File: src/rtl/seq_pkg.sv
// Shared types and 7-segment constants for the sequence hit counter.
// Segment vectors are active-high and ordered {g,f,e,d,c,b,a}.
package seq_pkg;

    typedef enum logic [0:0] {
        S_LOW  = 1'b0,
        S_HIGH = 1'b1
    } trk_state_t;

    localparam logic [6:0] SEG7_0    = 7'b0111111;
    localparam logic [6:0] SEG7_1    = 7'b0000110;
    localparam logic [6:0] SEG7_2    = 7'b1011011;
    localparam logic [6:0] SEG7_3    = 7'b1001111;
    localparam logic [6:0] SEG7_4    = 7'b1100110;
    localparam logic [6:0] SEG7_5    = 7'b1101101;
    localparam logic [6:0] SEG7_6    = 7'b1111101;
    localparam logic [6:0] SEG7_7    = 7'b0000111;
    localparam logic [6:0] SEG7_8    = 7'b1111111;
    localparam logic [6:0] SEG7_9    = 7'b1101111;
    localparam logic [6:0] SEG_BLANK = 7'b0000000;

    // Non-BCD codes blank the digit rather than show garbage.
    function automatic logic [6:0] seg7_decode(input logic [3:0] digit);
        logic [6:0] segs;
        case (digit)
            4'd0:    segs = SEG7_0;
            4'd1:    segs = SEG7_1;
            4'd2:    segs = SEG7_2;
            4'd3:    segs = SEG7_3;
            4'd4:    segs = SEG7_4;
            4'd5:    segs = SEG7_5;
            4'd6:    segs = SEG7_6;
            4'd7:    segs = SEG7_7;
            4'd8:    segs = SEG7_8;
            4'd9:    segs = SEG7_9;
            default: segs = SEG_BLANK;
        endcase
        return segs;
    endfunction

endpackage

File: src/rtl/bcd_digit.sv
// Single mod-10 BCD digit with increment, clear and a combinational carry.
// carry_out is high in the cycle an increment rolls the digit 9 -> 0.
module bcd_digit
    import seq_pkg::*;
(
    input  logic       clk,
    input  logic       rst,
    input  logic       inc,
    input  logic       clr,
    output logic [3:0] value,
    output logic       carry_out
);

    logic [3:0] value_r;

    // Digit register; any value >= 9 rolls to 0 so the digit never leaves 0..9.
    always_ff @(posedge clk) begin
        if (rst) begin
            value_r <= 4'd0;
        end else if (clr) begin
            value_r <= 4'd0;
        end else if (inc) begin
            if (value_r >= 4'd9) begin
                value_r <= 4'd0;
            end else begin
                value_r <= value_r + 4'd1;
            end
        end else begin
            value_r <= value_r;
        end
    end

    assign carry_out = inc & (value_r == 4'd9);
    assign value     = value_r;

endmodule

File: src/rtl/seq_hit_counter.sv
// Counts detector hits as two BCD digits and drives a multiplexed 2-digit
// 7-segment display; hit/ovf pulse for one cycle per counted detection.
module seq_hit_counter
    import seq_pkg::*;
#(
    parameter bit COUNT_EDGES    = 1'b1,
    parameter int REFRESH_DIV    = 16,
    parameter bit SEG_ACTIVE_LOW = 1'b1
) (
    input  logic       clk,
    input  logic       rst,
    input  logic       z,
    input  logic       en,
    input  logic       clr,
    output logic       hit,
    output logic       ovf,
    output logic [3:0] count_tens,
    output logic [3:0] count_ones,
    output logic [6:0] seg,
    output logic [1:0] an
);

    localparam int              REF_W   = $clog2(REFRESH_DIV);
    localparam logic [REF_W-1:0] REF_MAX = REF_W'(REFRESH_DIV - 1);
    localparam logic [1:0]      AN_ONES = SEG_ACTIVE_LOW ? 2'b10 : 2'b01;

    trk_state_t       state_r;
    trk_state_t       state_nx_s;
    logic             edge_s;
    logic             detect_s;
    logic             count_s;
    logic             ones_carry_s;
    logic             tens_carry_s;
    logic             hit_r;
    logic             ovf_r;
    logic [REF_W-1:0] refresh_r;
    logic             sel_r;
    logic [1:0]       an_r;
    logic [3:0]       digit_s;
    logic [6:0]       seg_raw_s;

    // Tracker state register; tracks z even while counting is disabled.
    always_ff @(posedge clk) begin
        if (rst) begin
            state_r <= S_LOW;
        end else begin
            state_r <= state_nx_s;
        end
    end

    // Tracker next-state and detect event.
    always_comb begin
        state_nx_s = state_r;
        edge_s     = 1'b0;
        case (state_r)
            S_LOW: begin
                if (z) begin
                    state_nx_s = S_HIGH;
                    edge_s     = 1'b1;
                end else begin
                    state_nx_s = S_LOW;
                end
            end
            S_HIGH: begin
                if (z) begin
                    state_nx_s = S_HIGH;
                end else begin
                    state_nx_s = S_LOW;
                end
            end
            default: begin
                state_nx_s = S_LOW;
            end
        endcase
        if (COUNT_EDGES) begin
            detect_s = edge_s;
        end else begin
            detect_s = z;
        end
    end

    assign count_s = detect_s & en;

    bcd_digit u_ones (
        .clk       (clk),
        .rst       (rst),
        .inc       (count_s),
        .clr       (clr),
        .value     (count_ones),
        .carry_out (ones_carry_s)
    );

    bcd_digit u_tens (
        .clk       (clk),
        .rst       (rst),
        .inc       (ones_carry_s),
        .clr       (clr),
        .value     (count_tens),
        .carry_out (tens_carry_s)
    );

    // Event pulses; a coincident clr suppresses the wrap indication but not the hit.
    always_ff @(posedge clk) begin
        if (rst) begin
            hit_r <= 1'b0;
            ovf_r <= 1'b0;
        end else begin
            hit_r <= count_s;
            ovf_r <= tens_carry_s & ~clr;
        end
    end

    // Refresh divider and digit select; an is kept in output polarity.
    always_ff @(posedge clk) begin
        if (rst) begin
            refresh_r <= '0;
            sel_r     <= 1'b0;
            an_r      <= AN_ONES;
        end else if (refresh_r == REF_MAX) begin
            refresh_r <= '0;
            sel_r     <= ~sel_r;
            an_r      <= {an_r[0], an_r[1]};
        end else begin
            refresh_r <= refresh_r + {{(REF_W-1){1'b0}}, 1'b1};
            sel_r     <= sel_r;
            an_r      <= an_r;
        end
    end

    // Segment decode of the currently selected registered digit.
    always_comb begin
        if (sel_r) begin
            digit_s = count_tens;
        end else begin
            digit_s = count_ones;
        end
        seg_raw_s = seg7_decode(digit_s);
    end

    assign seg = SEG_ACTIVE_LOW ? ~seg_raw_s : seg_raw_s;
    assign an  = an_r;
    assign hit = hit_r;
    assign ovf = ovf_r;

endmodule

File: config.mk
export PLATFORM = sky130hd
export DESIGN_NAME = seq_hit_counter
export DESIGN_NICKNAME = d
export VERILOG_FILES = /design/src/rtl/seq_pkg.sv /design/src/rtl/bcd_digit.sv /design/src/rtl/seq_hit_counter.sv
export SDC_FILE = /design/constraint.sdc
export NUM_CORES = 1
export LEC_CHECK = 0
export CAP_MARGIN = 30
export CORE_MARGIN = 1.5
export CORE_UTILIZATION = 52
export DETAILED_ROUTE_END_ITERATION = 8
export PLACE_DENSITY = 0.88
export SLEW_MARGIN = 25
export SYNTH_ARGS = -nofsm -noshare
export SYNTH_HDL_FRONTEND = slang
export SYNTH_HIERARCHICAL = 1
export SYNTH_SLANG_ARGS = --single-unit
File: constraint.sdc
create_clock -name clk -period 3.1 [get_ports clk]
set_clock_uncertainty 0.05 [all_clocks]
set_input_delay 0.31 -clock clk [delete_from_list [all_inputs] [get_ports clk]]
set_output_delay 0.31 -clock clk [all_outputs]
set_load 0.01 [all_outputs]
# --- After elaboration in Yosys (flattened, before gate mapping) ---
# Memory sizes are Yosys's and may differ from the RTL's.
# Cells that the tools add are included.
op_classes:
  add_sub_neg: 3
  magnitude_cmp: 2
  eq_ne: 3
  n_mux: 5
  bitwise: 7
  n_reduce_logical: 2
op_table:
  columns: ["cell", "n"]
  rows:
  - ["$add A4 B1 Y4 const B", 3]
  - ["$eq A4 B4 Y1 const B", 3]
  - ["$mux W4", 3]
  - ["$ge A4 B4 Y1 const B", 2]
  - ["$not A7 Y7", 1]
  - ["$and A1 B1 Y1", 4]
  - ["$reduce_or A2 Y1", 2]
  - ["$mux W1", 2]
  - ["$not A1 Y1", 2]
word_totals:
  reg_bits: 18
  rom_bits: 112
  inputBits: 5
  output_inout_bits: 19
  word_cells: 31
  memories: 1
memory_table:
  columns: ["name", "depth", "word_bits", "rd", "rd_ports_with_merged_regs", "wr", "line_no", "rtl"]
  rows:
  - ["(name not given)", 16, 7, 1, 0, 0, "seq_pkg.sv:25", "case (digit)"]

# --- Logic depth before layout (Yosys ltp) ---
# Gate-level depths: netlist of the first run.
logic_depth:
  ltp_word: 6
  mapped_depth: 7
  depth_no_buf: 7

# --- Modules after synthesis ---
# Netlist of the first run, hierarchy kept.
modules_own_cells:
  columns: ["module", "n_inst", "cells_each", "area_each_um2", "seq_area_each_um2"]
  rows:
  - ["seq_hit_counter", 1, 64, 606.8, 200.2]
  - ["bcd_digit", 2, 24, 217.7, 80.1]

# --- Worst setup path after synthesis of the first run ---
# OpenSTA, ideal clock, no wires.
synth_timing:
  path_type: "input-to-reg"
  startpoint: "input port en"
  endpoint: "register ovf_r, in the netlist ovf"
  setup_ns: 0.080
  t_arrival_ns: 1.751
  required_ns: 2.970
  path_slack_ns: 1.219
  stages: 7
  path_buffers: 0
  cell_sequence: "nand2_1 -> nor2_1 -> nand2_1 -> nor3b_1 -> nand2_1 -> nor3b_1 -> nor3b_1"
synth_via:
  elab_chain_cells: 4
synth_rtl:
  columns: ["item", "line_no", "rtl"]
  rows:
  - ["from (decl)", "seq_hit_counter.sv:13", "input logic en,"]
  - ["$and A1 B1 Y1", "seq_hit_counter.sv:82", "assign count_s = detect_s & en;"]
  - ["named net count_s", "seq_hit_counter.sv:31", "logic count_s;"]
  - ["$and A1 B1 Y1", "bcd_digit.sv:33", "assign carry_out = inc & (value_r == 4'd9);"]
  - ["named net ones_carry_s", "seq_hit_counter.sv:32", "logic ones_carry_s;"]
  - ["$and A1 B1 Y1", "bcd_digit.sv:33", null]
  - ["named net tens_carry_s", "seq_hit_counter.sv:33", "logic tens_carry_s;"]
  - ["$and A1 B1 Y1", "seq_hit_counter.sv:109", "ovf_r <= tens_carry_s & ~clr;"]
  - ["to (signal assigned)", "seq_hit_counter.sv:109", null]
  - ["to (decl)", "seq_hit_counter.sv:35", "logic ovf_r;"]
# The timed path passes the listed nets, and every way through them passes these cells.
# A chain may end at the register's enable or synchronous reset.

# --- Worst setup path in the final report of the first run ---
layout_timing:
  startpoint: "register sel_r"
  endpoint: "output port seg[5]"
layout_via:
  elab_chain_cells: 3
layout_rtl:
  columns: ["item", "line_no", "rtl"]
  rows:
  - ["from (decl)", "seq_hit_counter.sv:37", "logic sel_r;"]
  - ["from (signal assigned)", "seq_hit_counter.sv:121", "sel_r <= ~sel_r;"]
  - ["from (signal assigned)", "seq_hit_counter.sv:125", "sel_r <= sel_r;"]
  - ["$mux W4", "seq_hit_counter.sv:132", "if (sel_r) begin"]
  - ["$mem_v2 Z16 W7", null, null]
  - ["$not A7 Y7", "seq_hit_counter.sv:140", "assign seg = SEG_ACTIVE_LOW ? ~seg_raw_s : seg_raw_s;"]
  - ["to (decl)", "seq_hit_counter.sv:19", "output logic [6:0] seg,"]
# Every way passes these cells.

==> key figures, run 1 <==
Timing
  • Worst-margin pin slew: 0.4887 ns
  • Worst slew margin relative to its limit: 0.6649
  • Final Cycle Share: 0.9064
  • Final hold viol count: 0
  • Achievable Freq: 0.3559 GHz
  • Shortest period the worst path allows: 2.810 ns
  • Final max-slew violation count: 0
  • Unrepaired setup endpoints after global routing: false
  • Total negative setup slack: 0 ns
  • # setup viols final: 0

Power and ir drop
  • Power density over cell area: 297.7 mW/mm^2
  • Net switching power figure: 0.00009144 W
  • Worst vdd rail ir drop: 0.0002851 V
  • Sequential fraction of design power: 0.615
  • Proportion of power drawn by the clock network: 0.295
  • Combinational share of power: 0.090
  • Switching Share: 0.2333
  • P_leak: 0.5140 nW
  • Total power consumption of the routed design: 0.0003919 W
  • Cell Int Power: 0.0003004 W

CTS
  • Clock input transition at the sequential cells of the worst setup and hold paths: 0.10 ns
  • Clk sinks: 18
  • Clock Root Buffer: clkbuf_4
  • Source-to-sink clock delay at the later pin of the worst-skew pair: 0.29 ns
  • Number of clock buffers inserted by TritonCTS: 3
  • CTS Buffer Depth: 2
  • CTS tree: built
  • Level count of the clock H-tree: 1

GRT
  • Number of antenna violations at the first check in global routing: 0
  • Global-route total usage across every layer: 0.1954
  • Aggregate global routing overflow: 0
  • Vias in the first global route: 724
  • Maximum number of pins on one net before global-route repair: 13
  • Global-route wire length before repair: 3.091 mm

Cells and area
  • Utilization after layout: 0.6849
  • Final instance area: 0.001316 sq mm
  • Nets@finish: 155
  • Area growth from synthesis to layout: 26.29%
  • Fraction of layout instances using a drive strength above 1: 0.08824
  • Ant diodes: 0

Yosys
  • Share of synthesized area occupied by flip-flops and latches: 0.3457
  • Post-Syn Nets: 129
  • Largest family of logic cells by synthesized area: simple AND/OR/NAND/NOR gates
  • Post-synth EDFFs: 0
  • Cell type contributing the most total cell area after synthesis: dfxtp_1
  • Post-synthesis sequential element count: 18
  • Distinct cells, synth: 27
  • Most used standard cell by instance count after synthesis: dfxtp_1
  • Simple logic cell fraction of the synthesized area: 0.1825
  • Top cell types by occurrence after synthesis: dfxtp_1 (18), nor2_1 (16), ha_1 (12), mux2i_1 (8), inv_1 (7)
  • Asr flop ratio synth: 0
  • Arithmetic-cell share of the synthesized area counting full adders, half adders and majority gates: 0.1441
  • Warning count from the yosys run: 6
  • Post-synth design cell area: 0.001042 sq mm
  • Mux contribution to synthesized area: 0.1164
  • Compound-cell area share of the yosys netlist: 0.08043
  • Top cell type's share of synthesized area: 0.3457
  • Average size of a mapped cell: 9.306 sq um
  • Top area cells in the synthesized netlist: dfxtp_1 (35%), ha_1 (14%), mux2i_1 (7.7%)
  • Number of cells produced by synthesis: 112
  • Post-Synth XOR/XNOR Area: 0.07563
  • Primary flip-flop cell chosen by synthesis mapping: dfxtp_1

Critical path
  • Maximum net fanout on the critical path: 5
  • Sort of element at the end of the critical path: primary output
  • Maximum cell stage delay along the critical path: 0.51 ns
  • Cell breakdown of the critical path: mux2i_1 -> inv_1 -> ha_1 -> nor3_1 -> a21oi_1 -> clkdlybuf4s50_1
  • Slowest-stage cell, CP: dfxtp_1
  • Reg-to-reg setup timing slack: 1.31 ns
  • Arrival time at the worst endpoint: 2.45 ns
  • Startpoint kind of the worst setup timing path: flop
  • Required time of the worst setup path: 2.74 ns
  • Critical path type: flop to primary output

Detailed routing
  • TritonRoute pass-1 iters: 4
  • DR vias: 846
  • Routed WL: 1.999 mm
  • # DRC: 0
  • Via density per instance: 5.190
  • Antenna viol nets, final: 0
  • Average wire length per cell after detail routing: 12.26 microns
  • Iter 0 DRT Violations: 16

Outcome
  • Run status: completed

Floorplanning
  • DIE HEIGHT: 47.77 microns
  • Placeable core region: 0.001922 sq mm
  • Initial core utilization: 0.5423
  • Placement row count: 16
  • Die area: 0.002282 sq mm
  • Number of top-level pins: 24
  • Chip Width: 47.77 microns

Place
  • Placed standard-cell area: 0.001290 sq mm
  • Half-perimeter wire length after placement: 1.517 mm
  • Count of port buffers added during placement: 23
  • Routability congestion estimate: 0.7903

Flow run
  • Max-Cap Viols: 0

Min path
  • Hold Path Class: flop to flop
routing by layer:
layer,global-route usage,wire (microns),share of wire
met3,0.06415,69,0.035
met2,0.3467,1035,0.52
met4,0.03243,0,0
met5,0,0,0
met1,0.2322,894,0.45
through the flow:
stage / std cells / setup WS, ns / hold slack, ns
CTS: 163 / 0.09286 / 0.3768
finish: 163 / 0.2900 / 0.3737
floorplan: 112 / 1.219 / 0.3361
global route: 163 / 0.08329 / 0.3986
global placement: 160 / 0.6596 / 0.3595
detailed placement: 160 / 0.4351 / 0.3623
worst max-delay path, delay by kind of cell, from the launching register on:
| kind | cells | cell delay [ns] |
|---|---|---|
| AO/OA/AOI/OAI | 1 | 0.06 |
| adder cells (fa/ha/maj) | 1 | 0.23 |
| buffers and inverters | 2 | 0.61 |
| flip-flops | 1 | 0.51 |
| multiplexers | 1 | 0.50 |
| AND/OR/NAND/NOR | 1 | 0.24 |
layout make-up:
| class | instances | area (sq um) |
|---|---|---|
| Clock buffer | 3 | 22.52 |
| Fill cell | 159 | 605.6 |
| Inverter | 7 | 26.28 |
| Multi-Input combinational cell | 83 | 628.1 |
| Sequential cell | 18 | 360.3 |
| Tap cell | 27 | 33.78 |
| Timing Repair Buffer | 25 | 245.2 |
worst paths after layout:
path | from | endpoint | cells past startpoint
worst min register to register | state_r | hit | 1
worst max-delay path | sel_r | seg[5] | 6
worst max register to register | state_r | ovf | 7
worst min-delay path | state_r | hit | 1
power groups by stage:
stage,registers [W],clock network [W],logic [W]
after detailed placement,0.000246,0,0.0000357
after global routing,0.000242,0.000127,0.0000402
after global placement,0.000246,0,0.0000340
final,0.000241,0.000116,0.0000353
after floorplan,0.000245,0,0.0000202
after CTS,0.000241,0.000118,0.0000357
timing repair:
action | in CTS | in global routing
buffers inserted | 0 | 0
hold buffers | 0 | 0
resized for setup | 0 | 1
endpoints found under the setup margin | 0 | 2
layout by cell type (no fill, tap or decap):
cell,Yosys,final
a22oi_1,1,1
nand4_1,2,2
xnor2_1,4,4
nor2b_1,1,1
mux2_4,2,2
a31oi_1,1,1
mux2i_1,8,7
nand2_1,6,6
dfxtp_1,18,18
nor3_1,3,3
mux2i_2,0,1
nand2b_1,1,1
and3b_1,1,1
clkdlybuf4s50_1,0,23
a21oi_1,6,6
nand3_1,1,1
nor2_1,16,16
nor3b_1,6,6
inv_1,7,7
buf_4,0,2
ha_1,12,12
mux2_2,1,1
a22oi_2,1,1
o21ai_0,2,2
o21ai_2,2,2
xor2_1,5,5
clkbuf_4,0,3
nand4b_1,1,1
flip-flops by register name, indices dropped and copies added (netlist names):
| signal | count |
|---|---|
| an | 2 |
| state_r | 1 |
| refresh_r | 4 |
| u_tens/value | 4 |
| hit | 1 |
| u_ones/value | 4 |
| ovf | 1 |
| sel_r | 1 |
logic make-up after synthesis:
kind of cell | after synthesis
adders and majority gates | 12
muxes | 11
AOI/OAI and AO/OA | 13
buffers and inverters | 11
DFF | 18
xor gates and xnor gates | 9
and+or+nand+nor | 38
No activity file was read; power rests on OpenSTA's default activity.
==> run 2, diff against run 1 <==
--- a/config.mk
+++ b/config.mk
@@ -9,6 +9,7 @@
 export CORE_MARGIN = 1.5
 export CORE_UTILIZATION = 52
 export DETAILED_ROUTE_END_ITERATION = 8
+export GPL_TIMING_DRIVEN = 0
 export PLACE_DENSITY = 0.88
 export SLEW_MARGIN = 25
 export SYNTH_ARGS = -nofsm -noshare
==> key figures, run 2 (synthesized netlist as in run 1, its figures left out) <==
Critical path
  • Reg-to-reg setup timing slack: 0.92 ns
  • Critical path type: flop to primary output
  • Largest delay share family, worst path: buffers and inverters
  • Cell breakdown of the critical path: buf_6 -> mux2i_1 -> inv_1 -> ha_1 -> nor3_1 -> a21oi_1 -> clkdlybuf4s50_1
  • Arrival time at the worst endpoint: 2.47 ns
  • Capture point of the worst reg-to-reg path: ovf
  • Reg-to-Reg Start: state_r
  • R2R depth: 6
  • Worst Path Buf+Inv: 3
  • Maximum net fanout on the critical path: 7
  • Maximum cell stage delay along the critical path: 0.53 ns
  • Required time of the worst setup path: 2.74 ns
  • Sort of element at the end of the critical path: primary output
  • Slowest-stage cell, CP: mux2i_1
  • Startpoint kind of the worst setup timing path: flop

GRT
  • M3 GR Usage: 0.04151
  • Vias in the first global route: 690
  • Global-route wire length before repair: 2.987 mm
  • Maximum number of pins on one net before global-route repair: 11
  • Aggregate global routing overflow: 0
  • Global-route total usage across every layer: 0.1872
  • Most Used Layer, Global Route: met2
  • Grt met1 use: 0.2379
  • Number of antenna violations at the first check in global routing: 0
  • Global-route met2 utilization: 0.3040

Detailed routing
  • TritonRoute pass-1 iters: 4
  • Routed WL: 1.947 mm
  • Iter 0 DRT Violations: 11
  • Via density per instance: 5.169
  • DR vias: 858
  • Average wire length per cell after detail routing: 11.73 microns
  • Antenna viol nets, final: 0
  • # DRC: 0

Power and ir drop
  • Switching Share: 0.2199
  • Cell Int Power: 0.0003270 W
  • Total power consumption of the routed design: 0.0004191 W
  • P_leak: 0.5266 nW
  • Proportion of power drawn by the clock network: 0.340
  • Net switching power figure: 0.00009218 W
  • Worst vdd rail ir drop: 0.0002735 V
  • Combinational share of power: 0.085
  • Sequential fraction of design power: 0.574
  • Power density over cell area: 312.2 mW/mm^2

Min path
  • Hold Path Class: flop to flop
  • Hold Path End: hit
  • Hold path startpoint: state_r
  • Worst hold stages: 1

Floorplanning
  • Initial core utilization: 0.5423
  • Placement row count: 16
  • Die area: 0.002282 sq mm
  • Chip Width: 47.77 microns
  • Number of top-level pins: 24
  • DIE HEIGHT: 47.77 microns
  • Placeable core region: 0.001922 sq mm

CTS
  • Post-CTS sizing: 0
  • Number of buffers added to fix hold violations after cts: 0
  • Level count of the clock H-tree: 1
  • CTS tree: built
  • Source-to-sink clock delay at the later pin of the worst-skew pair: 0.29 ns
  • Clock input transition at the sequential cells of the worst setup and hold paths: 0.10 ns
  • Setup Fix Bufs, Post-CTS: 0
  • Clk sinks: 18
  • Number of clock buffers inserted by TritonCTS: 3
  • CTS Buffer Depth: 2
  • Clock Root Buffer: clkbuf_4

Timing
  • Worst-margin pin slew: 0.7085 ns
  • Final Cycle Share: 0.9140
  • Total negative setup slack: 0 ns
  • # setup viols final: 0
  • Unrepaired setup endpoints after global routing: false
  • Achievable Freq: 0.3529 GHz
  • Final hold viol count: 0
  • Worst slew margin relative to its limit: 0.5266
  • Shortest period the worst path allows: 2.833 ns
  • Final max-slew violation count: 0

Cells and area
  • Fraction of layout instances using a drive strength above 1: 0.09353
  • Most common cell after layout, fill and taps aside: clkdlybuf4s50_1
  • Commonest cells after routing, fill and taps aside: clkdlybuf4s50_1 (23), dfxtp_1 (18), nor2_1 (16)
  • Area growth from synthesis to layout: 28.81%
  • Nets@finish: 157
  • Ant diodes: 0

Place
  • Half-perimeter wire length after placement: 1.465 mm
  • Count of port buffers added during placement: 23
  • Routability congestion estimate: 0.7714

Outcome
  • Run status: completed

Flow run
  • Max-Cap Viols: 0
-- run 2: metal layers --
metal / up-vias / wire, microns
li1: 433 / -
met1: 395 / 845
met2: 26 / 993
met3: 4 / 92
met4: 0 / 16
met5: - / 0
-- run 2: layout make-up --
cell class / instances / area (sq um)
inverter: 7 / 26.28
multi-input combinational: 83 / 624.3
sequential: 18 / 360.3
clock buffer: 4 / 36.28
buffer: 4 / 31.28
fill: 154 / 579.3
tap: 27 / 33.78
timing repair buffer: 23 / 230.2
-- run 2: how the worst max path moves through the flow --
stage | start | end | slack, ns | cells after the start
after global routing | sel_r | seg[5] | 0.03 | 7
after CTS | sel_r | seg[5] | 0.23 | 7
after detailed placement | z | ovf | 0.43 | 8
after global placement | z | ovf | 0.46 | 8
after floorplan | en | ovf | 1.22 | 7
final | sel_r | seg[5] | 0.27 | 7
-- run 2: power groups by stage --
stage          clock network [W]   logic, W  registers, W
3_3_place_gp                   0  0.0000340      0.000245
4_1_cts                 0.000146  0.0000363      0.000241
2_1_floorplan                  0  0.0000202      0.000245
3_5_place_dp                   0  0.0000358      0.000246
6_report                0.000143  0.0000358      0.000241
5_1_grt                 0.000152  0.0000405      0.000242
-- run 2: stage by stage --
stage	setup slack, ns	hold slack, ns	std cells	area (sq um)	util
2_1_floorplan	1.219	0.3361	112	1042	-
3_3_place_gp	0.4607	0.3551	162	1306	0.6797
3_5_place_dp	0.4335	0.3623	162	1306	0.6797
4_1_cts	0.2322	0.3899	166	1343	0.6986
5_1_grt	0.03193	0.3971	166	1343	0.6986
6_report	0.2667	0.3836	166	1343	0.6986
-- run 2: worst register-to-register path, stage by stage, from the launching register on --
cell and delay [ns]:
dfxtp_1 0.32, nor2_1 0.33, nand2_1 0.15, nor3b_1 0.63, nand2_1 0.19, nor3b_1 0.24, nor3b_1 0.19
==> variant 1 (flow settings as in run 2) <==
Set the parameter `REFRESH_DIV` to 32 (it was 16).
--- a/src/rtl/seq_hit_counter.sv
+++ b/src/rtl/seq_hit_counter.sv
@@ -5,5 +5,5 @@
 #(
     parameter bit COUNT_EDGES    = 1'b1,
-    parameter int REFRESH_DIV    = 16,
+    parameter int REFRESH_DIV    = 32,
     parameter bit SEG_ACTIVE_LOW = 1'b1
 ) (
Behaviour: no difference found for any inputs over 10 cycles, from zero or initial values and one cycle with rst high; that may be too few to reach the edited logic, so the function may still have changed.
==> variant 1 against run 2 <==
Wire length grew 0.67%; worst setup slack better by 0.086 ns; synthesized area rose by 3.1%; power down 1.2%; die area up 2.9%; sequential cell count increased by 1; count of clock-buffer cells in the layout down 1; design area grew 2.0%; critical path type unchanged; largest cell class unchanged.
==> variant 1: results (changes against run 2) <==
| Metric | Value |
|---|---|
| Fin. Hold Viols | `0 (unchanged)` |
| Post-synthesis sequential area ratio | `35.4% (+0.82 points)` |
| RD Place Congestion | `0.869 (+13%)` |
| Detailed Place HPWL | `1510 µm (+3.4%)` |
| Synth cell types | `26 (-3.7%)` |
| Commonest cells in the netlist | `dfxtp_1, nor2_1, ha_1` |
| Cells after Synth | `114 (+1.8%)` |
| Critical path's largest stage delay | `0.48 ns (-0.05 ns)` |
| Top cells by area, synth | `dfxtp_1, ha_1, mux2i_1` |
| Routed WL per cell | `11.7 µm (-0.53%)` |
| Global Route met1 Usage | `23.7% (-0.062 points)` |
| Status | `finished clean` |
| Worst VDD drop | `253 µV (-7.5%)` |
| TritonCTS Buffers | `3 (unchanged)` |
| GR Util met2 | `31.5% (+1.1 points)` |
| Total track usage | `18.4% (-0.34 points)` |
| Layout Nets | `160 (+1.9%)` |
| Worst slew pin tran | `0.734 ns (+0.0251 ns)` |
| IO Port Bufs | `23 (unchanged)` |
| P_leak | `0.526 nW (about the same)` |
| Total number of vias | `851 (-0.82%)` |
| Largest net degree at the start of global routing | `12 (+1)` |
| Critical-path top delay cell | `clkdlybuf4s50_1` |
| Clk buf depth | `2 (unchanged)` |
| Post-synth top area share | `35.4% (+0.82 points)` |
| DR iter-0 viols | `15 (+4)` |
| Non-filler cells, final | `168 (+1.2%)` |
| Number of global-route vias before repair | `825 (+20%)` |
| CTS Root Cell | `clkbuf_4` |
| Met3 Use GR | `3.09% (-1.1 points)` |
| Fraction of layout cells with a size suffix above 1 | `9.93% (+0.58 points)` |
| Post-Syn Nets | `132 (+2.3%)` |
| WP data arrival | `2.39 ns (-0.08 ns)` |
| Biggest register | `refresh_r` |
| Fillcell total | `168 (+9.1%)` |
| First-pass GRT wire length | `3510 µm (+18%)` |
| DP Area | `1340 µm² (+2.5%)` |
-- variant 1: cell type report --
type / instances / area [µm²] / share of cell area, %
Buffer: 5 / 35.0 / 2.56
Clock buffer: 3 / 22.5 / 1.64
Clock inverter: 1 / 5.00 / 0.365
Inverter: 6 / 22.5 / 1.64
Multi-Input combinational cell: 84 / 641 / 46.8
Sequential cell: 19 / 380 / 27.8
Tap cell: 27 / 33.8 / 2.47
Timing Repair Buffer: 23 / 230 / 16.8
-- variant 1: worst register-to-register path, cell delays in order, from the launching register on --
cell and delay, ns:
dfxtp_1 0.33, nor2_1 0.36, nand2_1 0.16, nor3b_1 0.65
nand2_1 0.18, nor3b_1 0.21, nor3b_1 0.18
-- variant 1: kinds of logic after synthesis --
kind of cell    share of synthesized area (%)
flops                                    35.4
simple gates                             18.4
buf+inv                                  5.35
compound gates                           7.22
mux                                      10.4
xor+xnor                                 8.15
fa+ha+maj                                15.1
-- variant 1: what timing repair did --
action	CTS	global route
buffers inserted	0	0
gates resized for setup	0	1
endpoints found under the hold margin	0	0
endpoints found under the setup margin	0	2
-- variant 1: per-layer routing --
metal | routed length (µm) | part of all wire [%] | up-vias
li1 | - | - | 442
met1 | 940 | 48 | 385
met2 | 935 | 48 | 22
met3 | 73 | 3.7 | 2
met4 | 11 | 0.56 | 0
met5 | 0 | 0 | -
-- variant 1: metrics by stage --
step / setup slack [ns] / hold WS (ns)
floorplan: 1.22 / 0.332
global placement: 0.451 / 0.360
detailed placement: 0.414 / 0.373
CTS: 0.228 / 0.390
global route: 0.155 / 0.411
finish: 0.352 / 0.384
-- variant 1: power by group --
group          switching [mW]  internal (mW)  total [mW]
Clock                  0.0783         0.0481       0.126
Combinational          0.0161         0.0189      0.0350
Sequential            0.00381          0.249       0.253
-- variant 1: worst paths after layout --
kind / from / cells past startpoint / slack (ns) / end
max: sel_r / 7 / 0.35 / seg[5]
min reg2reg: state_r / 1 / 0.38 / hit
min: state_r / 1 / 0.38 / hit
max reg2reg: state_r / 6 / 0.91 / ovf
==> variant 2 (config.mk and constraints of run 2) <==
Without the edit above. Reset style: asynchronous (`rst`), changed in 4 clocked blocks.
--- a/src/rtl/bcd_digit.sv
+++ b/src/rtl/bcd_digit.sv
@@ -15,5 +15,5 @@
 
     // Digit register; any value >= 9 rolls to 0 so the digit never leaves 0..9.
-    always_ff @(posedge clk) begin
+    always_ff @(posedge clk or posedge rst) begin
         if (rst) begin
             value_r <= 4'd0;
--- a/src/rtl/seq_hit_counter.sv
+++ b/src/rtl/seq_hit_counter.sv
@@ -41,5 +41,5 @@
 
     // Tracker state register; tracks z even while counting is disabled.
-    always_ff @(posedge clk) begin
+    always_ff @(posedge clk or posedge rst) begin
         if (rst) begin
             state_r <= S_LOW;
@@ -101,5 +101,5 @@
 
     // Event pulses; a coincident clr suppresses the wrap indication but not the hit.
-    always_ff @(posedge clk) begin
+    always_ff @(posedge clk or posedge rst) begin
         if (rst) begin
             hit_r <= 1'b0;
@@ -112,5 +112,5 @@
 
     // Refresh divider and digit select; an is kept in output polarity.
-    always_ff @(posedge clk) begin
+    always_ff @(posedge clk or posedge rst) begin
         if (rst) begin
             refresh_r <= '0;
Function: differs if rst is asserted again (counterexample within 4 cycles, from zero or initial values and one cycle with rst high); with rst held inactive, the same outputs for 10 cycles.
==> variant 2 against run 2 <==
Synthesized area rose by 7.2%; wire length is 14% higher; worst setup slack improved by 0.098 ns; cell count shrank 5.4%; combinational power shrank 35%; design area grew 5.9%; sequential cell count unchanged; synthesized cell count shrank 8.0%; die area grew 6.7%; critical path type unchanged; hold slack lost 0.18 ns; power is 2.6% lower; count of clock-buffer cells in the layout stayed put.
==> variant 2: results (changes against run 2) <==
| Metric | Value |
|---|---|
| Place WS | `0.532 ns (+0.0985 ns)` |
| Worst VDD drop | `251 µV (-8.2%)` |
| Critical-path top delay cell | `clkdlybuf4s50_1` |
| Cells after Synth | `103 (-8.0%)` |
| Reg-to-Reg Start | `state_r` |
| WP data arrival | `2.37 ns (-0.10 ns)` |
| Number of global-route vias before repair | `893 (+29%)` |
| Inst Count DP | `153 (-5.6%)` |
| DR iter-0 viols | `10 (-1)` |
| Non-filler cells, final | `157 (-5.4%)` |
| Main flop type after synthesis | `dfrtp_1` |
| Commonest cells in the netlist | `dfrtp_1, ha_1, inv_1` |
| Vias per cell | `5.45 (+5.5%)` |
| Synth cell types | `29 (+7.4%)` |
| Top cells by area, synth | `dfrtp_1, ha_1, mux2_2` |
| Final wirelength | `2220 µm (+14%)` |
| RD Place Congestion | `0.809 (+4.9%)` |
| Global Route met1 Usage | `25.6% (+1.8 points)` |
| Fraction of layout cells with a size suffix above 1 | `19.2% (+9.9 points)` |
| Post-synthesis sequential area ratio | `40.4% (+5.9 points)` |
| Status | `finished clean` |
| Critical path's largest stage delay | `0.48 ns (-0.05 ns)` |
| Detailed Place HPWL | `1680 µm (+15%)` |
| GR Util met2 | `35.1% (+4.7 points)` |
| Post-Syn Nets | `120 (-7.0%)` |
variant 2: cell count changes after synthesis, sizes merged, moves of 5 or more:
cell	delta
nor2	-9
inv	+5
dfrtp	+17
nor3b	-6
dfxtp	-18
variant 2: final timing paths:
check / end / slack (ns) / depth (start not counted)
worst max-delay path: seg[6] / 0.37 / 7
worst min-delay path: u_ones/value[3] / 0.20 / 2
worst max register to register: u_tens/value[2] / 1.27 / 5
worst min register to register: hit / 0.44 / 1
max in group asynchronous: an[1] / 2.40 / 2
min in group clk: state_r / 0.42 / 1
variant 2: layout make-up:
class,count,area [µm²],area share (%)
plain buffers,3,27.5,1.94
clock buffers,4,36.3,2.55
inverters,12,45.0,3.17
multi-input cells,70,597,42.0
flip-flops and latches,18,452,31.8
well taps,27,33.8,2.38
repair buffers,23,230,16.2
variant 2: repair_timing:
action | CTS | global route
setup endpoints to repair | 0 | 2
hold buffers | 0 | 0
gates resized for setup | 0 | 1
variant 2: logic make-up after synthesis:
logic type / after synthesis / share of synthesized area [%]
buffers and inverters: 15 / 6.49
DFF: 18 / 40.4
and+or+nand+nor: 20 / 10.1
adders and majority gates: 12 / 13.4
muxes: 11 / 11.3
xor gates and xnor gates: 3 / 2.35
AOI/OAI and AO/OA: 24 / 15.9
variant 2: report_power, final:
group / leakage (nW) / internal (mW) / total, mW / switching, mW
clock: 0.0210 / 0.0716 / 0.146 / 0.0746
combinational: 0.412 / 0.0106 / 0.0233 / 0.0126
sequential: 0.235 / 0.237 / 0.239 / 0.00215
total: 0.669 / 0.319 / 0.408 / 0.0894
variant 2: routing by layer:
| layer | wire length, µm | part of all wire [%] |
|---|---|---|
| met3 | 76 | 3.4 |
| met5 | 0 | 0 |
| met2 | 1100 | 50 |
| met1 | 993 | 45 |
| met4 | 46 | 2.1 |
